`src/rtl/data_mem_arbiter_pkg.sv`:
```
// Shared types, funct3 codes and the alignment rule for the data_mem arbiter.
// Imported by the arbiter top level.
package mem_arb_pkg;

  typedef enum logic [1:0] {
    ST_IDLE  = 2'd0,
    ST_ISSUE = 2'd1,
    ST_RESP  = 2'd2
  } arb_state_e;

  localparam logic [2:0] F3_LB  = 3'b000;
  localparam logic [2:0] F3_SB  = 3'b000;
  localparam logic [2:0] F3_LH  = 3'b001;
  localparam logic [2:0] F3_SH  = 3'b001;
  localparam logic [2:0] F3_LW  = 3'b010;
  localparam logic [2:0] F3_SW  = 3'b010;
  localparam logic [2:0] F3_LBU = 3'b100;
  localparam logic [2:0] F3_LHU = 3'b101;

  // Only the size bits matter; size code 11 has no legal RV32I access.
  function automatic logic misaligned(input logic [2:0] f3, input logic [1:0] addr_lo);
    logic mis;
    casez (f3)
      3'b?00:  mis = 1'b0;
      3'b?01:  mis = addr_lo[0];
      3'b?10:  mis = (addr_lo != 2'b00);
      default: mis = 1'b1;
    endcase
    return mis;
  endfunction

endpackage

```
`src/rtl/rr_arbiter.sv`:
```
// Combinational round-robin grant search: the first eligible requester at or
// after ptr wins. The pointer register lives in the caller.
module rr_arbiter #(
  parameter int NREQ = 2,
  parameter int IW   = 1
) (
  input  logic [NREQ-1:0] req,
  input  logic [NREQ-1:0] mask,
  input  logic [IW-1:0]   ptr,
  output logic [NREQ-1:0] gnt_oh,
  output logic [IW-1:0]   gnt_idx,
  output logic            gnt_valid
);

  logic [NREQ-1:0] eligible;

  assign eligible = req & ~mask;

  // NOTE: every output gets a default before the search so no path through
  // the loop leaves a signal unassigned, which would infer a latch.
  always_comb begin
    gnt_oh    = '0;
    gnt_idx   = '0;
    gnt_valid = 1'b0;
    for (int i = 0; i < NREQ; i++) begin
      if (!gnt_valid && eligible[(int'(ptr) + i) % NREQ]) begin
        gnt_valid                         = 1'b1;
        gnt_idx                           = IW'((int'(ptr) + i) % NREQ);
        gnt_oh[(int'(ptr) + i) % NREQ]    = 1'b1;
      end
    end
  end

endmodule

```
`src/rtl/data_mem_arbiter.sv`:
```
// Round-robin arbiter sharing one data_mem port between NREQ requesters with a
// req/ack/done handshake; misaligned or illegal-width accesses never reach memory.
module data_mem_arbiter
  import mem_arb_pkg::*;
#(
  parameter int NREQ = 2,
  parameter int AW   = 8
) (
  input  logic                      clk,
  input  logic                      reset,
  input  logic [NREQ-1:0]           req,
  input  logic [NREQ-1:0]           we,
  input  logic [NREQ-1:0][2:0]      funct3,
  input  logic [NREQ-1:0][AW-1:0]   addr,
  input  logic [NREQ-1:0][31:0]     wdata,
  output logic [NREQ-1:0]           ack,
  output logic [NREQ-1:0]           done,
  output logic                      err,
  output logic [31:0]               rdata,
  output logic                      mem_read,
  output logic                      mem_write,
  output logic [2:0]                mem_funct3,
  output logic [AW-1:0]             mem_addr,
  output logic [31:0]               mem_wval,
  input  logic [31:0]               mem_rval
);

  localparam int IW = (NREQ > 1) ? $clog2(NREQ) : 1;

  arb_state_e       state_q, state_d;
  logic [IW-1:0]    ptr_q, ptr_d;
  logic [IW-1:0]    gidx_q, gidx_d;
  logic             we_q, we_d;
  logic [2:0]       f3_q, f3_d;
  logic [AW-1:0]    addr_q, addr_d;
  logic [31:0]      wdata_q, wdata_d;
  logic [NREQ-1:0]  ack_q, ack_d;

  logic [NREQ-1:0]  cur_oh;
  logic [NREQ-1:0]  arb_mask;
  logic [NREQ-1:0]  gnt_oh;
  logic [IW-1:0]    gnt_idx;
  logic             gnt_valid;
  logic             take;
  logic             bad_access;

  function automatic logic [IW-1:0] next_ptr(input logic [IW-1:0] g);
    if (int'(g) >= NREQ - 1) return '0;
    return g + 1'b1;
  endfunction

  assign cur_oh     = NREQ'(1) << gidx_q;
  assign bad_access = misaligned(f3_q, addr_q[1:0]);

  // The port just served still holds req during RESP, so it sits out this round.
  assign arb_mask = (state_q == ST_RESP) ? cur_oh : '0;

  rr_arbiter #(
    .NREQ (NREQ),
    .IW   (IW)
  ) u_rr_arbiter (
    .req       (req),
    .mask      (arb_mask),
    .ptr       (ptr_q),
    .gnt_oh    (gnt_oh),
    .gnt_idx   (gnt_idx),
    .gnt_valid (gnt_valid)
  );

  always_comb begin
    state_d = state_q;
    ptr_d   = ptr_q;
    gidx_d  = gidx_q;
    we_d    = we_q;
    f3_d    = f3_q;
    addr_d  = addr_q;
    wdata_d = wdata_q;
    ack_d   = '0;
    take    = 1'b0;

    case (state_q)
      ST_IDLE:  take = gnt_valid;
      ST_ISSUE: state_d = ST_RESP;
      ST_RESP: begin
        take = gnt_valid;
        if (!gnt_valid) state_d = ST_IDLE;
      end
      default:  state_d = ST_IDLE;
    endcase

    if (take) begin
      state_d = ST_ISSUE;
      gidx_d  = gnt_idx;
      we_d    = we[gnt_idx];
      f3_d    = funct3[gnt_idx];
      addr_d  = addr[gnt_idx];
      wdata_d = wdata[gnt_idx];
      ack_d   = gnt_oh;
      ptr_d   = next_ptr(gnt_idx);
    end
  end

  // NOTE: state is updated with non-blocking assignments so every flop samples
  // the pre-edge values; reset is synchronous, so it is just the first branch.
  always_ff @(posedge clk) begin
    if (reset) begin
      state_q <= ST_IDLE;
      ptr_q   <= '0;
      gidx_q  <= '0;
      we_q    <= 1'b0;
      f3_q    <= '0;
      addr_q  <= '0;
      wdata_q <= '0;
      ack_q   <= '0;
    end else begin
      state_q <= state_d;
      ptr_q   <= ptr_d;
      gidx_q  <= gidx_d;
      we_q    <= we_d;
      f3_q    <= f3_d;
      addr_q  <= addr_d;
      wdata_q <= wdata_d;
      ack_q   <= ack_d;
    end
  end

  assign ack        = ack_q;
  assign mem_read   = (state_q == ST_ISSUE) && !we_q && !bad_access;
  assign mem_write  = (state_q == ST_ISSUE) &&  we_q && !bad_access;
  assign mem_funct3 = f3_q;
  assign mem_addr   = addr_q;
  assign mem_wval   = wdata_q;

  // Response is combinational from the memory so both flow-through and
  // registered-read data_mem variants return the right value during RESP.
  assign done  = (state_q == ST_RESP) ? cur_oh : '0;
  assign err   = (state_q == ST_RESP) && bad_access;
  assign rdata = ((state_q == ST_RESP) && !we_q && !bad_access) ? mem_rval : 32'd0;

endmodule

```
`config.mk`:
```
export PLATFORM = sky130hd
export DESIGN_NAME = data_mem_arbiter
export DESIGN_NICKNAME = d
export VERILOG_FILES = /design/src/rtl/data_mem_arbiter_pkg.sv /design/src/rtl/rr_arbiter.sv /design/src/rtl/data_mem_arbiter.sv
export SDC_FILE = /design/constraint.sdc
export NUM_CORES = 1
export LEC_CHECK = 0
export ABC_AREA = 0
export BUFFER_PORTS_ARGS = -buffer_cell sky130_fd_sc_hd__buf_2
export CAP_MARGIN = 0
export CORE_ASPECT_RATIO = 1.4
export CORE_MARGIN = 8
export CORE_UTILIZATION = 41
export CTS_BUF_LIST = sky130_fd_sc_hd__clkbuf_16
export DETAILED_ROUTE_END_ITERATION = 7
export PLACE_DENSITY = 0.84
export SYNTH_ARGS = -nofsm -noshare
export SYNTH_HDL_FRONTEND = slang
export SYNTH_SLANG_ARGS = --single-unit
```
`constraint.sdc`:
```
create_clock -name clk -period 2.7 [get_ports clk]
set_input_delay 0.54 -clock clk [delete_from_list [all_inputs] [get_ports clk]]
set_output_delay 0.54 -clock clk [all_outputs]
set_load 0.01 [all_outputs]
```
==> impl_results.md, run 1 <==
- I/O Buffers: 205
- Post-DP HPWL: 6820 µm
- Classification of the worst-slack hold path: flip-flop to flip-flop
- Min-delay src: mem_wval[5]
- First-pass GRT wire length: 12700 µm
- Clock sinks: 50
- Status: finished, final reports clean
- P_leak: 0.00203 µW
- Initial antenna violation count: 0
- Max-cap viol count: 0
- Post-synth EDFFs: 0
- Post-Syn Area: 2350 µm²
- H-tree depth reported by CTS: 2
- Hold buffers post-CTS: 0
- TritonCTS clock tree: built
- Antenna-violating nets left: 0
- Path depth of the worst reg2reg path: 5
- WP data arrival: 1820 ps
- Final Hold Vio Count: 0
- Clock buffer depth: 2
- Initial DRC count: 78
- Crit share post-route: 0.872
- R2r setup slk: 600 ps
- DRT Pass-1 Iters: 4
- Area Growth Syn to Fin: 51.4%
- Cell variety after synth: 27
- Pwr/cell area: 557 nW/µm²
- CTS Buf Count: 5
- Uppermost layer routed: met4
- Drt total wl: 8140 µm
- YS warnings: 0
- Post-CTS Setup Inserts: 0
- Final setup viols: 0
- Worst Path Max Fanout: 32
- Crit Path Category: flip-flop to primary output
- Final worst setup slack: 345 ps
- Worst reg2reg endpoint: mem_wval[12]
- Max Slew Vio Count: 0
- Number of fillers in the final layout: 468
- Commonest non-fill, non-tap cell in the layout: buf_2
- Cell count after synthesis: 217
- Final Skew: 4.40 ps
- Most used DFF post-synth: dfxtp_1
- DRT met1 WL: 2790 µm
- Pin count of the biggest net entering global routing: 33
- # diodes: 0
- DRC viols: 0
- Vias per inst: 4.99
- Initial cell density of the core: 0.425
- Clk_lat worst skew: 280 ps
- Synthesized netlist net count: 341
- Die area: 8440 µm²
- Met3 wire length: 994 µm
- Worst Tran Pin Value: 733 ps
- Worst-path clk slew: 70 ps
- Placeable Area: 5530 µm²
- Wire per inst: 16.8 µm
- Via count of the first global-routing pass: 2634
- Final nets: 541
- Layout cell share with drive strength beyond 1: 0.524
- Max-slew headroom: 0.512
- Reg-to-reg startpoint: state_q[0]
- Vias: 2425
- # IOs: 206
- Die Height: 106 µm
- Most frequent cells in the layout: buf_2, dfxtp_1, mux2i_1, o2bb2ai_1, and2_1
- Met2 Wirelength: 4290 µm
- Multi-input gate area: 1200 µm²
- RSZ-0062 raised after global routing: no
- Post-synthesis sequential area ratio: 0.426
- Sequential cell area: 1000 µm²
- GRT overflow: 0
- Setup_tns: 0 ps
- Hold Path Cell Cnt: 1
- Synth area leaders: dfxtp_1, mux2i_1, o2bb2ai_1, and2_1, buf_12
- Ys async rst share: 0
- Yosys reg bits: 50
- Crit. End Element: primary output
- Tmin final: 2360 ps
- Die span in x: 79.9 µm
- Row count: 32
- Maximum VDD drop: 0.274 mV
- Maximum clock rate: 425 MHz
- Global placement routability congestion: 0.791
- Synth top area share: 0.426
- Total GRT Usage: 0.185
- Worst EP required: 2160 ps
- Final hold slack: 456 ps
- Startpoint class of the critical path: flip-flop
- Post-synth top area cell: dfxtp_1
- Post-CTS Resized: 0
- Hold EP: mem_wval[5]
- Clk root buf: clkbuf_16
- Syn_area_per_cell: 10.8 µm²
- Post-Place Worst Slack: 588 ps
-- flip-flops by register name, indices dropped and copies added, names as in the netlist --
signal and cells:
ack 2, gidx_q 1, mem_addr 8, mem_funct3 3
mem_wval 32, ptr_q 1, state_q 2, we_q 1
-- kinds of logic (layout without fill, tap and decap cells) --
family	Yosys count	count (layout)	synth area share
simple gates	48	48	0.123
compound gates	54	54	0.196
mux	44	44	0.188
buf+inv	21	222	0.0672
flops	50	50	0.426
-- worst max-delay path, stage by stage, from the launching register on --
cell and delay, ps:
dfxtp_1 330, o21a_1 190, o22ai_1 240, nor3b_2 220
buf_4 260, and2_1 170, buf_2 130
-- how the worst max path moves through the flow --
stage                     cells after the start   startpoint      endpoint
after CTS                                     6  mem_addr[1]     rdata[28]
after detailed placement                      5   state_q[0]  mem_wval[16]
final                                         6  mem_addr[1]      rdata[0]
after global placement                        5   state_q[0]  mem_wval[12]
after floorplan                               5  mem_addr[1]      rdata[0]
after global routing                          6  mem_addr[1]     rdata[16]
-- synth_stat cells (3+ instances only) --
cell,n
inv_1,4
and2_1,32
nand2b_1,3
buf_12,4
nor2_1,5
mux2i_1,44
buf_2,5
clkbuf_1,6
dfxtp_1,50
o2bb2ai_1,44
-- power breakdown --
part	switching, µW	internal [µW]
Clock	252	430
Sequential	42.1	811
Combinational	221	222
Total	515	1460
-- per-stage QoR --
step / cells / instance area, µm² / total power [µW] / utilization
5_1_grt: 486 / 3550 / 2080 / 0.643
3_3_place_gp: 478 / 3390 / 1300 / 0.614
2_1_floorplan: 217 / 2350 / 1110 / -
3_5_place_dp: 478 / 3390 / 1320 / 0.614
6_report: 486 / 3550 / 1980 / 0.643
4_1_cts: 486 / 3550 / 2000 / 0.643
-- routing by layer --
layer  GRT usage  up-vias
li1            -     1190
met1       0.174     1095
met2       0.343      134
met3      0.0850        6
met4      0.0470        0
met5           0        -
-- layout make-up --
type / count / area share
multi-input combinational: 146 / 0.338
timing repair buffer: 210 / 0.306
sequential: 50 / 0.282
tap: 68 / 0.0239
clock inverter: 3 / 0.0106
clock buffer: 5 / 0.0352
inverter: 4 / 0.00422
Note: power is estimated with default switching activity, not from simulation.
==> run 2, diff against run 1 <==
Settings changed: SETUP_SLACK_MARGIN set to 0.5.
==> impl_results.md, run 2 (synthesis gave the netlist of run 1 again) <==
- Hold Path Cell Cnt: 1 (unchanged)
- Seq pwr share: 0.418 (-0.013)
- Logic gate share of total power: 0.247 (+0.023)
- Classification of the worst-slack hold path: flip-flop to flip-flop
- DRC viols: 0 (unchanged)
- CTS Buf Count: 5 (unchanged)
- Die span in x: 79.9 µm (unchanged)
- Vias: 2577 (+6.3%)
- R2r setup slk: 540 ps (-60 ps)
- Initial antenna violation count: 0 (unchanged)
- Crit Path Category: flip-flop to primary output
- Max-slew headroom: 0.509 (-0.00219)
- Setup_tns: 0 ps (unchanged)
- Crit-path cells: o21a_1 > o22ai_2 > nor3b_4 > buf_6 > buf_6 > and2_1 > buf_2
- Clk_lat worst skew: 280 ps (about the same)
- Worst EP required: 2160 ps (about the same)
- TritonCTS clock tree: built
- Path depth of the worst reg2reg path: 5 (unchanged)
- DRT Pass-1 Iters: 4 (unchanged)
- Drt total wl: 9480 µm (+16%)
- Wire per inst: 19.2 µm (+15%)
- Initial cell density of the core: 0.425 (unchanged)
- Die area: 8440 µm² (unchanged)
- Pint: 1500 µW (+2.7%)
- Crit share post-route: 0.857 (-0.0158)
- RSZ-0062 raised after global routing: yes
- Post-DP HPWL: 6820 µm (unchanged)
- Min-delay src: mem_wval[5]
- Slowest stage cell, crit path: dfxtp_2
- Layout cell share with drive strength beyond 1: 0.606 (+0.0817)
- Maximum VDD drop: 0.287 mV (+4.5%)
- Commonest non-fill, non-tap cell in the layout: buf_2
- Hold buffers post-CTS: 0 (unchanged)
- Max-cap viol count: 0 (unchanged)
- DP Area: 3390 µm² (unchanged)
- I/O Buffers: 205 (unchanged)
- Vias per inst: 5.22 (+4.5%)
- Worst Setup SP: mem_funct3[0]
- Crit. End Element: primary output
- PnR Total Power: 2040 µW (+3.2%)
- Hold EP: mem_wval[5]
- Reg-to-reg startpoint: state_q[0]
- Initial DRC count: 69 (-12%)
- Worst Path Max Fanout: 8 (-75%)
- Pin count of the biggest net entering global routing: 25 (-24%)
- Critical Path Max Stage Delay: 320 ps (about the same)
- Tmin final: 2310 ps (-42.6 ps)
- Total GRT Usage: 0.193 (+0.00845)
- Final nets: 549 (+1.5%)
- Maximum clock rate: 432 MHz (+1.8%)
- Clock sinks: 50 (unchanged)
- Fin area: 3900 µm² (+9.6%)
- Final Skew: 4.67 ps (+0.266 ps)
- WP data arrival: 1770 ps (-50 ps)
- Clk root buf: clkbuf_16
- Worst reg2reg endpoint: mem_wval[12]
- Sw frac: 0.264 (+0.00364)
- Status: finished, final reports clean
- Clock network fraction of design power: 0.335 (-0.010)
- Bufs and invs on worst path: 3 (+1)
- Clock buffer depth: 2 (unchanged)
- Pwr/cell area: 524 nW/µm² (-5.9%)
- Antenna-violating nets left: 0 (unchanged)
- Die Height: 106 µm (unchanged)
- Worst-path clk slew: 70 ps (about the same)
- Max reg flops: 32 (unchanged)
- H-tree depth reported by CTS: 2 (unchanged)
- # diodes: 0 (unchanged)
- Sw power: 539 µW (+4.6%)
- First-pass GRT wire length: 13200 µm (+4.0%)
- Via count of the first global-routing pass: 2716 (+3.1%)
- # IOs: 206 (unchanged)
- Most frequent cells in the layout: buf_2, dfxtp_1, mux2i_1, o2bb2ai_1, buf_6
- Final Hold Vio Count: 0 (unchanged)
- Most frequent CP cell: buf_6
- Worst Tran Pin Value: 736 ps (+3.28 ps)
- Row count: 32 (unchanged)
- Final setup viols: 0 (unchanged)
- Startpoint class of the critical path: flip-flop
- CP delay by family, top: buffers and inverters
- P_leak: 0.00215 µW (+5.8%)
- Global placement routability congestion: 0.791 (unchanged)
- Area Growth Syn to Fin: 66.0%
- GRT overflow: 0 (unchanged)
- Placeable Area: 5530 µm² (unchanged)
- Max Slew Vio Count: 0 (unchanged)
-- run 2: cell type report --
cell class,count,area [µm²]
Inverter,4,15.0
Multi-Input combinational cell,146,1280
Tap cell,68,85.1
Clock buffer,5,125
Fill cell,405,1630
Timing Repair Buffer,218,1350
Clock inverter,3,37.5
Sequential cell,50,1000
-- run 2: stage by stage --
step	hold slack (ps)	instances	setup slack (ps)	utilization
after CTS	460	493	474	0.665
after global routing	478	494	316	0.705
after floorplan	427	217	675	-
final	456	494	387	0.705
after global placement	436	478	695	0.614
after detailed placement	441	478	588	0.614
-- run 2: how the worst max path moves through the flow --
stage | cells past startpoint | to | slack (ps)
after CTS | 7 | rdata[0] | 470
after floorplan | 5 | rdata[0] | 670
final | 7 | rdata[9] | 390
after global routing | 7 | rdata[9] | 320
after global placement | 5 | mem_wval[12] | 700
after detailed placement | 5 | mem_wval[16] | 590
-- run 2: worst reg2reg max path: cells and delay by family (launching register included) --
kind,cells,cell delay (ps)
AO/OA/AOI/OAI,2,790
buffers and inverters,1,300
flip-flops,1,430
multiplexers,1,250
AND/OR/NAND/NOR,1,270
-- run 2: timing repair --
item | CTS | global route
resized for setup | 20 | 54
gates cloned | 3 | 0
buffers inserted | 4 | 1
endpoints found under the setup margin | 32 | 54
pin swaps | 21 | 14
-- run 2: layer usage --
layer	share of wire	track usage	vias to the layer above
met5	0	0	-
met2	0.54	0.362	156
met4	0.011	0.0509	0
met1	0.33	0.178	1202
li1	-	-	1207
met3	0.13	0.0901	12
-- run 2: power groups by stage --
stage / clock [µW] / combinational, µW / sequential, µW
after floorplan: 0 / 217 / 896
after global placement: 0 / 439 / 863
after detailed placement: 0 / 452 / 867
after CTS: 698 / 473 / 853
after global routing: 727 / 545 / 863
final: 683 / 505 / 854
==> run 3, diff against run 2 <==
Settings changed: PLACE_DENSITY 0.84 to 0.9.
==> impl_results.md, run 3 (synthesis gave the netlist of run 1 again) <==
- # diodes: 0 (unchanged)
- Hold Path Cell Cnt: 1 (unchanged)
- Most frequent CP cell: buf_6
- Commonest non-fill, non-tap cell in the layout: buf_2
- Classification of the worst-slack hold path: flip-flop to flip-flop
- RSZ-0062 raised after global routing: yes
- Maximum clock rate: 438 MHz (+1.2%)
- Die span in x: 79.9 µm (unchanged)
- Crit Path Category: flip-flop to primary output
- Area Growth Syn to Fin: 64.0%
- Drt total wl: 10000 µm (+5.7%)
- H-tree depth reported by CTS: 2 (unchanged)
- First-pass GRT wire length: 13800 µm (+4.6%)
- Final nets: 550 (+0.18%)
- Via count of the first global-routing pass: 2907 (+7.0%)
- Bufs and invs on worst path: 2 (-1)
- Min-delay src: mem_wval[20]
- CP delay by family, top: simple AND/OR/NAND/NOR gates
- Vias per inst: 5.14 (-1.4%)
- Die area: 8440 µm² (unchanged)
- Initial DRC count: 78 (+13%)
- Worst Path Max Fanout: 8 (unchanged)
- Slowest stage cell, crit path: nor3b_4
- Clock sinks: 50 (unchanged)
- Final setup viols: 0 (unchanged)
- Sequential cell area: 1000 µm² (unchanged)
- Vias: 2545 (-1.2%)
- Total GRT Usage: 0.204 (+0.0107)
- Multi-input gate area: 1280 µm² (-0.58%)
- Pwr/cell area: 509 nW/µm² (-2.8%)
- Worst EP required: 2160 ps (about the same)
- Antenna-violating nets left: 0 (unchanged)
- Pin count of the biggest net entering global routing: 26 (+4.0%)
- Row count: 32 (unchanged)
- Post-DP HPWL: 7190 µm (+5.4%)
- Layout cell share with drive strength beyond 1: 0.600 (-0.00610)
- Wire per inst: 20.2 µm (+5.4%)
- P_leak: 0.00212 µW (-1.2%)
- Final Hold Vio Count: 0 (unchanged)
- Reg-to-reg startpoint: state_q[0]
- Worst Tran Pin Value: 504 ps (-232 ps)
- PnR Total Power: 1960 µW (-4.0%)
- Status: finished, final reports clean
- Critical Path Max Stage Delay: 360 ps (+40 ps)
- Hold buffers post-CTS: 0 (unchanged)
- Clk_lat worst skew: 280 ps (about the same)
- Initial cell density of the core: 0.425 (unchanged)
- Startpoint class of the critical path: flip-flop
- Crit. End Element: primary output
- Hold EP: mem_wval[20]
- Placeable Area: 5530 µm² (unchanged)
- Crit share post-route: 0.846 (-0.0104)
- Worst reg2reg endpoint: we_q
- Initial antenna violation count: 0 (unchanged)
- Final hold slack: 455 ps (-1.26 ps)
- Clock buffer depth: 2 (unchanged)
- Worst Setup SP: mem_funct3[0]
- Maximum VDD drop: 0.285 mV (-0.54%)
- Tmin final: 2280 ps (-28.0 ps)
- Setup_tns: 0 ps (unchanged)
- CTS Buf Count: 5 (unchanged)
- GRT overflow: 0 (unchanged)
- Worst-path clk slew: 60 ps (about the same)
- Number of fillers in the final layout: 410 (+1.2%)
- Crit-path cells: o21a_1 > o22ai_2 > nor3b_4 > buf_6 > and2_1 > buf_6
- I/O Buffers: 205 (unchanged)
- WP data arrival: 1740 ps (-30 ps)
- R2r setup slk: 780 ps (+240 ps)
- Max-cap viol count: 0 (unchanged)
- Global placement routability congestion: 0.799 (+0.97%)
- Max Slew Vio Count: 0 (unchanged)
- Max-slew headroom: 0.660 (+0.150)
- Max reg flops: 32 (unchanged)
- Die Height: 106 µm (unchanged)
- Path depth of the worst reg2reg path: 5 (unchanged)
- DRC viols: 0 (unchanged)
- DRT Pass-1 Iters: 4 (unchanged)
- Most frequent cells in the layout: buf_2, dfxtp_1, mux2i_1, o2bb2ai_1, buf_6
- # IOs: 206 (unchanged)
- TritonCTS clock tree: built
- Clk root buf: clkbuf_16
- Final Skew: 6.14 ps (+1.47 ps)
## run 3: cell count changes in the layout (fill, tap and decap cells not counted), sizes merged
cell and delta:
bufinv -1, buf +1, clkinv +3, inv -2
## run 3: repair_timing
item                                    in CTS  in global routing
pin swaps                                   15                 13
gates cloned                                 3                  0
setup buffers                                3                  0
endpoints found under the setup margin      32                 32
hold endpoints to repair                     0                  0
gates resized for setup                     25                 40
## run 3: cell type report
class | instances | area share
multi-input combinational | 146 | 0.332
tap | 68 | 0.0221
sequential | 50 | 0.261
inverter | 4 | 0.00390
clock buffer | 5 | 0.0325
timing repair buffer | 219 | 0.345
clock inverter | 3 | 0.00422
## run 3: how the worst max path moves through the flow
stage / end / slack (ps) / cells past startpoint
after floorplan: rdata[0] / 670 / 5
after global routing: rdata[7] / 340 / 5
after detailed placement: rdata[7] / 650 / 6
final: rdata[7] / 420 / 6
after global placement: rdata[27] / 730 / 6
after CTS: rdata[26] / 480 / 6
## run 3: per-stage QoR
stage / cell area (µm²) / utilization / std cells / setup WS, ps
2_1_floorplan: 2350 / - / 217 / 675
3_3_place_gp: 3400 / 0.616 / 481 / 731
3_5_place_dp: 3400 / 0.616 / 481 / 653
4_1_cts: 3680 / 0.667 / 495 / 476
5_1_grt: 3850 / 0.697 / 495 / 335
6_report: 3850 / 0.697 / 495 / 415
## run 3: where the power goes
part,leakage [µW],internal (µW),switching [µW]
Sequential,0.000414,811,45.3
Clock,0.0000689,339,258
Combinational,0.00164,257,250
Total,0.00212,1410,553
## run 3: layer usage
| layer | vias up | global-route usage | wire [µm] |
|---|---|---|---|
| met2 | 148 | 0.388 | 5440 |
| met3 | 17 | 0.0799 | 969 |
| met5 | - | 0 | 0 |
| met4 | 0 | 0.0901 | 231 |
| li1 | 1209 | - | - |
| met1 | 1171 | 0.178 | 3380 |
